`src/rtl/cu_if.sv`:
```
// cu_if: opcode set shared with ir, plus the control bundle between cu and the t5 datapath.
`ifndef CU_OPCODES
`define CU_OPCODES
`define CU_LDA  8'h01
`define CU_ADD  8'h02
`define CU_STA  8'h03
`define CU_CLA  8'h04
`define CU_COM  8'h05
`define CU_SHR  8'h06
`define CU_CSL  8'h07
`define CU_JMP  8'h08
`define CU_BAN  8'h09
`define CU_STOP 8'h0a
`endif

interface cu_if;
    logic [7:0] op;
    logic       acc_neg;
    logic       mar_load;
    logic       mar_sel_pc;
    logic       mem_rd;
    logic       mem_wr;
    logic       ir_load;
    logic       pc_inc;
    logic       pc_load;
    logic       acc_load;
    logic [2:0] alu_op;

    modport master (
        input  op, acc_neg,
        output mar_load, mar_sel_pc, mem_rd, mem_wr, ir_load, pc_inc, pc_load, acc_load, alu_op
    );

    modport slave (
        output op, acc_neg,
        input  mar_load, mar_sel_pc, mem_rd, mem_wr, ir_load, pc_inc, pc_load, acc_load, alu_op
    );
endinterface

```
`src/rtl/cu.sv`:
```
// cu: multi-cycle fetch/decode/execute sequencer for the t5 accumulator CPU.
module cu (
    input  logic       clk,
    input  logic       rst_n,
    input  logic       start,
    cu_if.master       bus,
    output logic       halted,
    output logic       illegal,
    output logic [7:0] icount
);
    typedef enum logic [2:0] {IDLE, F0, F1, F2, D, E0, E1, HALT} state_t;

    state_t state, nxt;
    logic   retire;

    always_ff @(posedge clk or negedge rst_n)
        if (!rst_n) state <= IDLE;
        else        state <= nxt;

    // Every instruction, stop and illegal included, retires on its last-state exit.
    assign retire = (nxt == F0 && (state == D || state == E0 || state == E1)) ||
                    (nxt == HALT && state == D);

    always_ff @(posedge clk or negedge rst_n)
        if (!rst_n)      icount <= '0;
        else if (retire) icount <= icount + 8'd1;

    always_comb begin
        nxt            = state;
        bus.mar_load   = 1'b0;
        bus.mar_sel_pc = 1'b0;
        bus.mem_rd     = 1'b0;
        bus.mem_wr     = 1'b0;
        bus.ir_load    = 1'b0;
        bus.pc_inc     = 1'b0;
        bus.pc_load    = 1'b0;
        bus.acc_load   = 1'b0;
        bus.alu_op     = 3'd0;
        halted         = 1'b0;
        illegal        = 1'b0;
        case (state)
            IDLE: nxt = start ? F0 : IDLE;
            F0: begin
                bus.mar_load   = 1'b1;
                bus.mar_sel_pc = 1'b1;
                nxt            = F1;
            end
            F1: begin
                bus.mem_rd = 1'b1;
                nxt        = F2;
            end
            F2: begin
                bus.ir_load = 1'b1;
                bus.pc_inc  = 1'b1;
                nxt         = D;
            end
            D: begin
                nxt = F0;
                case (bus.op)
                    `CU_CLA: begin bus.acc_load = 1'b1; bus.alu_op = 3'd2; end
                    `CU_COM: begin bus.acc_load = 1'b1; bus.alu_op = 3'd3; end
                    `CU_SHR: begin bus.acc_load = 1'b1; bus.alu_op = 3'd4; end
                    `CU_CSL: begin bus.acc_load = 1'b1; bus.alu_op = 3'd5; end
                    `CU_JMP: bus.pc_load = 1'b1;
                    `CU_BAN: bus.pc_load = bus.acc_neg;
                    `CU_LDA, `CU_ADD, `CU_STA: begin
                        bus.mar_load = 1'b1;
                        nxt          = E0;
                    end
                    `CU_STOP: nxt = HALT;
                    default:  illegal = 1'b1;
                endcase
            end
            E0: begin
                bus.mem_wr = bus.op == `CU_STA;
                bus.mem_rd = bus.op != `CU_STA;
                nxt        = bus.op == `CU_STA ? F0 : E1;
            end
            E1: begin
                bus.acc_load = 1'b1;
                bus.alu_op   = bus.op == `CU_ADD ? 3'd1 : 3'd0;
                nxt          = F0;
            end
            HALT: halted = 1'b1;
        endcase
    end
endmodule

```
`src/flat_wrapper.sv`:
```
// flat-port wrapper written by rule: the top's interface ports become plain ports
module cu_flat 
  (clk, rst_n, start, halted, illegal, icount, bus_op, bus_acc_neg, bus_mar_load, bus_mar_sel_pc, bus_mem_rd, bus_mem_wr, bus_ir_load, bus_pc_inc, bus_pc_load, bus_acc_load, bus_alu_op);
  cu_if bus_i ();
  input  logic clk;
  input  logic rst_n;
  input  logic start;
  output logic halted;
  output logic illegal;
  output logic [7:0] icount;
  input wire logic [$bits(bus_i.op)-1:0] bus_op;
  input wire logic [$bits(bus_i.acc_neg)-1:0] bus_acc_neg;
  output wire logic [$bits(bus_i.mar_load)-1:0] bus_mar_load;
  output wire logic [$bits(bus_i.mar_sel_pc)-1:0] bus_mar_sel_pc;
  output wire logic [$bits(bus_i.mem_rd)-1:0] bus_mem_rd;
  output wire logic [$bits(bus_i.mem_wr)-1:0] bus_mem_wr;
  output wire logic [$bits(bus_i.ir_load)-1:0] bus_ir_load;
  output wire logic [$bits(bus_i.pc_inc)-1:0] bus_pc_inc;
  output wire logic [$bits(bus_i.pc_load)-1:0] bus_pc_load;
  output wire logic [$bits(bus_i.acc_load)-1:0] bus_acc_load;
  output wire logic [$bits(bus_i.alu_op)-1:0] bus_alu_op;
  assign bus_i.op = bus_op;
  assign bus_i.acc_neg = bus_acc_neg;
  assign bus_mar_load = bus_i.mar_load;
  assign bus_mar_sel_pc = bus_i.mar_sel_pc;
  assign bus_mem_rd = bus_i.mem_rd;
  assign bus_mem_wr = bus_i.mem_wr;
  assign bus_ir_load = bus_i.ir_load;
  assign bus_pc_inc = bus_i.pc_inc;
  assign bus_pc_load = bus_i.pc_load;
  assign bus_acc_load = bus_i.acc_load;
  assign bus_alu_op = bus_i.alu_op;
  cu u_core (.clk(clk), .rst_n(rst_n), .start(start), .bus(bus_i), .halted(halted), .illegal(illegal), .icount(icount));
endmodule
```
`config.mk`:
```
export PLATFORM = sky130hd
export DESIGN_NAME = cu_flat
export DESIGN_NICKNAME = d
export VERILOG_FILES = /design/src/rtl/cu_if.sv /design/src/rtl/cu.sv /design/src/flat_wrapper.sv
export SDC_FILE = /design/constraint.sdc
export NUM_CORES = 1
export LEC_CHECK = 0
export BUFFER_PORTS_ARGS = -buffer_cell sky130_fd_sc_hd__clkbuf_2
export CAP_MARGIN = 10
export CORE_MARGIN = 2
export CORE_UTILIZATION = 42
export DETAILED_ROUTE_END_ITERATION = 10
export PLACE_DENSITY = 0.81
export SYNTH_ARGS = -nofsm -noshare
export SYNTH_HDL_FRONTEND = slang
export SYNTH_SLANG_ARGS = --single-unit
```
`constraint.sdc`:
```
create_clock -name clk -period 1.9 [get_ports clk]
set_input_delay 0.19 -clock clk [delete_from_list [all_inputs] [get_ports clk]]
set_output_delay 0.19 -clock clk [all_outputs]
set_load 0.005 [all_outputs]
```
==> results of run 1 <==
## worst register-to-register path, stage by stage, from the launching register on
cell and delay [ps]:
dfrtp_1 380, or3b_4 440, o41ai_4 370, buf_4 200, nor4_1 70, xor2_1 140
## worst min-delay path by stage
stage,start,to,depth (start not counted)
2_1_floorplan,rst_n,u_core.icount[0],0
3_3_place_gp,rst_n,u_core.icount[7],1
3_5_place_dp,rst_n,u_core.icount[6],1
4_1_cts,bus_op[3],u_core.state[2],3
5_1_grt,start,u_core.state[0],4
6_report,start,u_core.state[0],4
## power by group
group	internal [mW]	total (mW)	switching (mW)	leakage (nW)
clock	0.0815	0.165	0.0832	0.0150
combinational	0.356	0.709	0.353	0.421
sequential	0.327	0.418	0.0915	0.138
## routing by layer
metal	wire length [µm]	up-vias	global-route usage [%]
met3	84	5	3.46
met1	742	369	21.0
met4	42	0	8.33
met2	929	22	33.0
li1	-	397	-
met5	0	-	0
## per-stage QoR
step                      total power, mW  setup TNS (ps)
after CTS                            1.30               0
after detailed placement             1.12               0
after global routing                 1.41               0
after global placement               1.11               0
final                                1.29               0
after floorplan                     0.866           -12.7
## logic make-up after synthesis
group / Yosys count / share of synthesized area [%]
flops: 11 / 35.0
buf+inv: 8 / 5.25
fa+ha+maj: 1 / 1.59
compound gates: 12 / 12.7
mux: 1 / 1.91
xor+xnor: 7 / 7.79
simple gates: 46 / 35.8
## state kept, by name (all words and copies together), names as in the netlist
register,cells
u_core.icount,8
u_core.state,3
## cell usage in the layout (no fill, tap or decap), types with 2 or more instances in the layout
cell type	instances
clkbuf_2	32
dfrtp_1	11
buf_4	8
xor2_1	7
nor2_1	6
nand2_1	6
nor3_1	6
nor4_1	5
nand3_1	4
and3_1	4
inv_1	3
a21oi_1	3
clkbuf_4	3
o21a_1	2
nor3b_2	2
## Yosys cell counts (all sizes together)
master	instances
inv	3
nand3b	1
nand4b	1
nor3	7
nand4	1
and4bb	1
ha	1
o21ai	1
o41ai	1
and4	1
nand3	4
dfrtp	11
clkbuf	3
nand2b	1
or3b	1
a21oi	4
nor2	6
and3	4
a21o	1
mux2	1
nor4	5
o21a	2
and3b	1
nor4bb	1
nor2b	1
buf	2
or4	1
nand2	6
o22ai	1
xor2	7
o21bai	1
nor3b	3
o31ai	1
## layout make-up
cell class              count  area [µm²]
repair buffers             41         230
clock buffers               4        26.3
well taps                  25        31.3
multi-input cells          67         487
fillers                   154         684
flip-flops and latches     11         275
inverters                   3        11.3
## timing repair
action	in CTS	in global routing
hold buffers	1	0
setup buffers	0	1
resized for setup	2	1
endpoints found under the setup margin	2	2
pin swaps	0	2
endpoints found under the hold margin	11	0
==> results.md, run 1 <==
- Cell at the slowest stage of the critical path: or3b_4
- Number of buffers added by the clock tree synthesis step: 3
- RSZ-0062 raised after global routing: false
- Final hold violations: 0
- R2r endpoint: u_core.icount[4]
- End point of the critical path: bus_mar_load
- Buffer depth of the longest clock path: 2
- Register clock-pin slew on the reported worst setup and hold paths: 70 ps
- Count of input and output buffers: 32
- DP HPWL: 1350 µm
- Global-route wire length before repair: 2860 µm
- Number of vias per cell: 5.25
- Peak clock frequency supported by timing: 556 MHz
- Maximum number of pins on one net before global-route repair: 14
- Kind of launch point of the worst setup path: flip-flop
- Dpl cells: 145
- Pins over their slew limit: 0
- Final Skew: 3.67 ps
- DRC violation count after routing: 0
- Deepest level of the CTS H-tree: 1
- Sequential element share of the synthesized area: 35.0%
- Number of non-filler instances in the completed layout: 151
- Std-Cell Rows: 15
- Overall die area: 2240 µm²
- Starting DRC count in detailed routing: 13
- Clock tree from TritonCTS: built
- Dominant cell type by area after synthesis: dfrtp_1
- Core area: 1750 µm²
- Kind of path behind the tightest hold check: in2reg
- Detail Route Antenna Nets: 0
- Total overflow reported by the global router: 0
- Worst endpoint data arrival time: 1610 ps
- Element type at the critical path end: output pin
- Share of final-layout standard cells stronger than drive strength 1: 41.3%
- Area share of the leading cell type in the synthesized netlist: 35.0%
- Final-stage net count: 140
- Antenna violations before repair: 0
- Buffer cell driving the clock tree root: clkbuf_4
- Synthesized netlist net count: 99
- Global placer's final weighted congestion: 0.821
- Cell count along the critical path: 5
- Synthesis Warnings: 0
- Cells along the critical path: or3b_4 -> nor3_4 -> inv_1 -> o22ai_1 -> clkbuf_2
- Final worst-path setup slack: 100 ps
- R2R setup slack: 170 ps
- Area of the mapped netlist: 787 µm²
- Required @ worst endpoint: 1710 ps
- Syn Inst Count: 86
- Top area cells in the synthesized netlist: dfrtp_1 35%, xor2_1 7.8%, nor3_1 4.5%
- Result of the run: finished, final reports clean
- Worst hold margin: 269 ps
- Leakage power figure: 0.574 nW
- Area growth from synthesis to layout: 34.8%
- Post-route design area: 1060 µm²
- N_diodes: 0
- Cell Pwr Density: 1220 nW/µm²
- Final period utilization: 94.7%
- Post-Syn Area per Cell: 9.15 µm²
- Number of I/O pins: 33
- Register-to-Register Path Depth: 5
- Fin crit period: 1800 ps
- Final Routed Wirelength: 1800 µm
- Critical path class: reg2out
- Post-synthesis register bit count: 11
- Maximum capacitance violations: 0
- Worst Setup Slack post-DPL: 148 ps
- Maximum vdd drop: 0.655 mV
- Biggest cell delay along the critical path: 440 ps
- Count of final setup violators: 0
- Via Count: 793
- Final design utilization: 60.8%
- Slew of the pin with the lowest slew margin: 357 ps
- Launch point of the worst reg-to-reg path: u_core.state[0]
- Number of library cell types mapped by synthesis: 36
- Worst setup path startpoint: u_core.state[0]
- Remaining max-slew budget at the tightest pin: 76.0%
- Cell area reported after detailed placement: 1000 µm²
- Crit-path max FO: 3
- Router iterations before antenna repair: 4
- Kind of cell adding the most delay to the critical path: simple AND/OR/NAND/NOR gates
- X dimension of the die: 47.3 µm
- Clock tree sinks: 11
- Routed wire length per instance: 11.9 µm
- Combined buffer and inverter count along the critical path: 2
- Combined global-route utilization of all metal layers: 18.4%
- Clk Latency, worst-skew pair: 280 ps
- Via count of the first global-routing pass: 686
- Die Y: 47.3 µm
- Starting utilization of the core area: 45.1%
No activity file was read; power rests on OpenSTA's default activity.
==> inputs of run 2 (changes only) <==
==> config.mk (replaced) <==
export PLATFORM = sky130hd
export DESIGN_NAME = cu_flat
export DESIGN_NICKNAME = d
export VERILOG_FILES = /design/src/rtl/cu_if.sv /design/src/rtl/cu.sv /design/src/flat_wrapper.sv
export SDC_FILE = /design/constraint.sdc
export NUM_CORES = 1
export LEC_CHECK = 0
export CAP_MARGIN = 10
export CORE_MARGIN = 2
export CORE_UTILIZATION = 54
export CTS_CLUSTER_SIZE = 40
export DETAILED_ROUTE_END_ITERATION = 10
export DONT_BUFFER_PORTS = 1
export PLACE_DENSITY = 0.79
export SYNTH_ARGS = -nofsm -noshare
export SYNTH_HDL_FRONTEND = slang
export SYNTH_SLANG_ARGS = --single-unit
==> run 2 against run 1 <==
Effect of this change:
- sequential share of layout area increased by 6.3 points
- first-iteration DRC count decreased by 69%
- register-to-register slack got worse by 20 ps
- cell count decreased by 30%
- worst hold slack got worse by 160 ps
- clock skew decreased by 0.82 ps
- critical path depth decreased by 1
- wire length decreased by 4.3%
- flip-flop and latch count unchanged
- via count decreased by 17%
- critical path type unchanged
==> results.md, run 2 (synthesis gave the netlist of run 1 again) <==
- Router iterations before antenna repair: 4 (unchanged)
- Final Routed Wirelength: 1720 µm (-4.3%)
- Final hold violations: 0 (unchanged)
- Starting DRC count in detailed routing: 4 (-9)
- DRC violation count after routing: 0 (unchanged)
- Via count of the first global-routing pass: 683 (-0.44%)
- Area growth from synthesis to layout: 8.59%
- Commonest non-fill, non-tap cell in the layout: dfrtp_1
- Buffer cell driving the clock tree root: clkbuf_4
- Final worst-path setup slack: 107 ps (+6.80 ps)
- Fin crit period: 1790 ps (-6.80 ps)
- Remaining max-slew budget at the tightest pin: 62.5% (-14 points)
- Met2 track utilization from global routing: 35.7% (+2.7 points)
- Element type at the critical path end: output pin
- R2R setup slack: 150 ps (-20 ps)
- R2r endpoint: u_core.icount[5]
- Result of the run: finished, final reports clean
- Number of vias per cell: 6.22 (+18%)
- Register Area: 275 µm² (unchanged)
- Pins over their slew limit: 0 (unchanged)
- Count of final setup violators: 0 (unchanged)
- Overall die area: 1780 µm² (-20%)
- Critical path class: reg2out
- Global-route wire length before repair: 2820 µm (-1.4%)
- Cell area reported after detailed placement: 813 µm² (-19%)
- Worst Hold Launch: bus_op[3]
- X dimension of the die: 42.2 µm (-11%)
- Global-route met3 utilization: 5.17% (+1.7 points)
- Most flop-heavy register: u_core.icount
- Die Y: 42.2 µm (-11%)
- Worst endpoint data arrival time: 1600 ps (about the same)
- Antenna violations before repair: 0 (unchanged)
- Final Skew: 2.85 ps (-0.818 ps)
- Largest registers in the final layout: u_core.icount x8, u_core.state x3
- Power, Total: 1.15 mW (-11%)
- Layout filler cell count: 130 (-16%)
- Register-to-Register Path Depth: 5 (unchanged)
- Cell Pwr Density: 1350 nW/µm² (+11%)
- N_diodes: 0 (unchanged)
- Total overflow reported by the global router: 0 (unchanged)
- Std-Cell Rows: 13 (-2)
- Register clock-pin slew on the reported worst setup and hold paths: 70 ps (about the same)
- Slew of the pin with the lowest slew margin: 558 ps (+201 ps)
- Number of buffers added by the clock tree synthesis step: 3 (unchanged)
- Clock tree from TritonCTS: built
- Kind of launch point of the worst setup path: flip-flop
- Leakage power figure: 0.410 nW (-28%)
- Global placer's final weighted congestion: 0.867 (+5.5%)
- Detail Route Antenna Nets: 0 (unchanged)
- Maximum vdd drop: 0.877 mV (+34%)
- Most frequent cells in the layout: 11 x dfrtp_1, 7 x xor2_1, 6 x nor2_1, 6 x nand2_1, 6 x nor3_1
- Setup TNS: 0 ps (unchanged)
- Clock tree sinks: 11 (unchanged)
- Core area: 1330 µm² (-24%)
- Kind of path behind the tightest hold check: in2reg
- Final-stage net count: 105 (-25%)
- Final period utilization: 94.4% (-0.36 points)
- DP HPWL: 1270 µm (-6.1%)
- Buffer depth of the longest clock path: 2 (unchanged)
- Final design utilization: 64.1% (+3.3 points)
- Number of flip-flops in the largest register: 8 (unchanged)
- Maximum capacitance violations: 0 (unchanged)
- Clk Latency, worst-skew pair: 270 ps (about the same)
- Count of input and output buffers: 0 (-100%)
- Starting utilization of the core area: 59.0% (+14 points)
- Routed wire length per instance: 16.2 µm (+36%)
- Worst Setup Slack post-DPL: 175 ps (+27.2 ps)
- Post-route design area: 855 µm² (-19%)
- Share of final-layout standard cells stronger than drive strength 1: 17.6% (-24 points)
- Deepest level of the CTS H-tree: 1 (unchanged)
- Peak clock frequency supported by timing: 558 MHz (+0.38%)
- Met1 usage: 22.7% (+1.7 points)
- Maximum number of pins on one net before global-route repair: 14 (unchanged)
- Crit-path max FO: 5 (+2)
- Post-CTS setup-driven buffer insertion count: 0 (unchanged)
- Required @ worst endpoint: 1710 ps (about the same)
- Layer with the highest usage after global routing: met2
- Worst Hold End: u_core.state[2]
- Multi-input logic area: 475 µm² (-2.3%)
- RSZ-0062 raised after global routing: false
- Launch point of the worst reg-to-reg path: u_core.state[1]
- Combined global-route utilization of all metal layers: 20.5% (+2.1 points)
- Via Count: 659 (-17%)
- Number of I/O pins: 33 (unchanged)
- Count of cells along the worst hold path: 2 (-2)
-- run 2: cell count changes in the layout (fill, tap and decap cells not counted) --
cell	delta
buf_4	-3
nor3b_1	+1
nor3_2	+1
nor3b_2	-1
nor3_4	-1
clkbuf_2	-32
-- run 2: worst max-delay path by stage --
stage | from | to | cells after the start
4_1_cts | u_core.state[1] | bus_mar_load | 4
3_5_place_dp | u_core.state[1] | u_core.icount[6] | 5
2_1_floorplan | u_core.state[0] | u_core.icount[1] | 5
3_3_place_gp | u_core.state[1] | u_core.icount[7] | 5
6_report | u_core.state[1] | bus_mar_load | 4
5_1_grt | u_core.state[1] | bus_mar_load | 4
-- run 2: layout make-up --
cell class | instances | area share, %
Multi-Input combinational cell | 67 | 55.6
Tap cell | 15 | 2.20
Inverter | 3 | 1.32
Timing Repair Buffer | 6 | 5.56
Clock buffer | 4 | 3.07
Sequential cell | 11 | 32.2
-- run 2: metal layers --
metal	vias to the layer above	routed length, µm	share of wire, %
met3	5	97	5.6
met4	0	24	1.4
met2	21	879	51
met1	307	720	42
li1	326	-	-
met5	-	0	0
-- run 2: stage by stage --
| step | hold WS [ps] | instances |
|---|---|---|
| 2_1_floorplan | -106 | 86 |
| 3_3_place_gp | -105 | 101 |
| 3_5_place_dp | -105 | 101 |
| 4_1_cts | 103 | 106 |
| 5_1_grt | 109 | 106 |
| 6_report | 110 | 106 |
-- run 2: worst max-delay path, cell delays in order (launching register included) --
cell and delay [ps]:
dfrtp_1 380, or3b_4 450, nor3_2 260, inv_1 60, o22ai_1 180
-- run 2: report_power, final --
| group | total (mW) | switching (mW) | internal, mW |
|---|---|---|---|
| Sequential | 0.433 | 0.106 | 0.327 |
| Clock | 0.161 | 0.0795 | 0.0813 |
| Combinational | 0.560 | 0.300 | 0.260 |
-- run 2: timing repair --
action	4_1_cts	5_1_grt
gates resized for setup	0	1
endpoints found under the hold margin	11	0
endpoints found under the setup margin	0	1
hold buffers	1	0
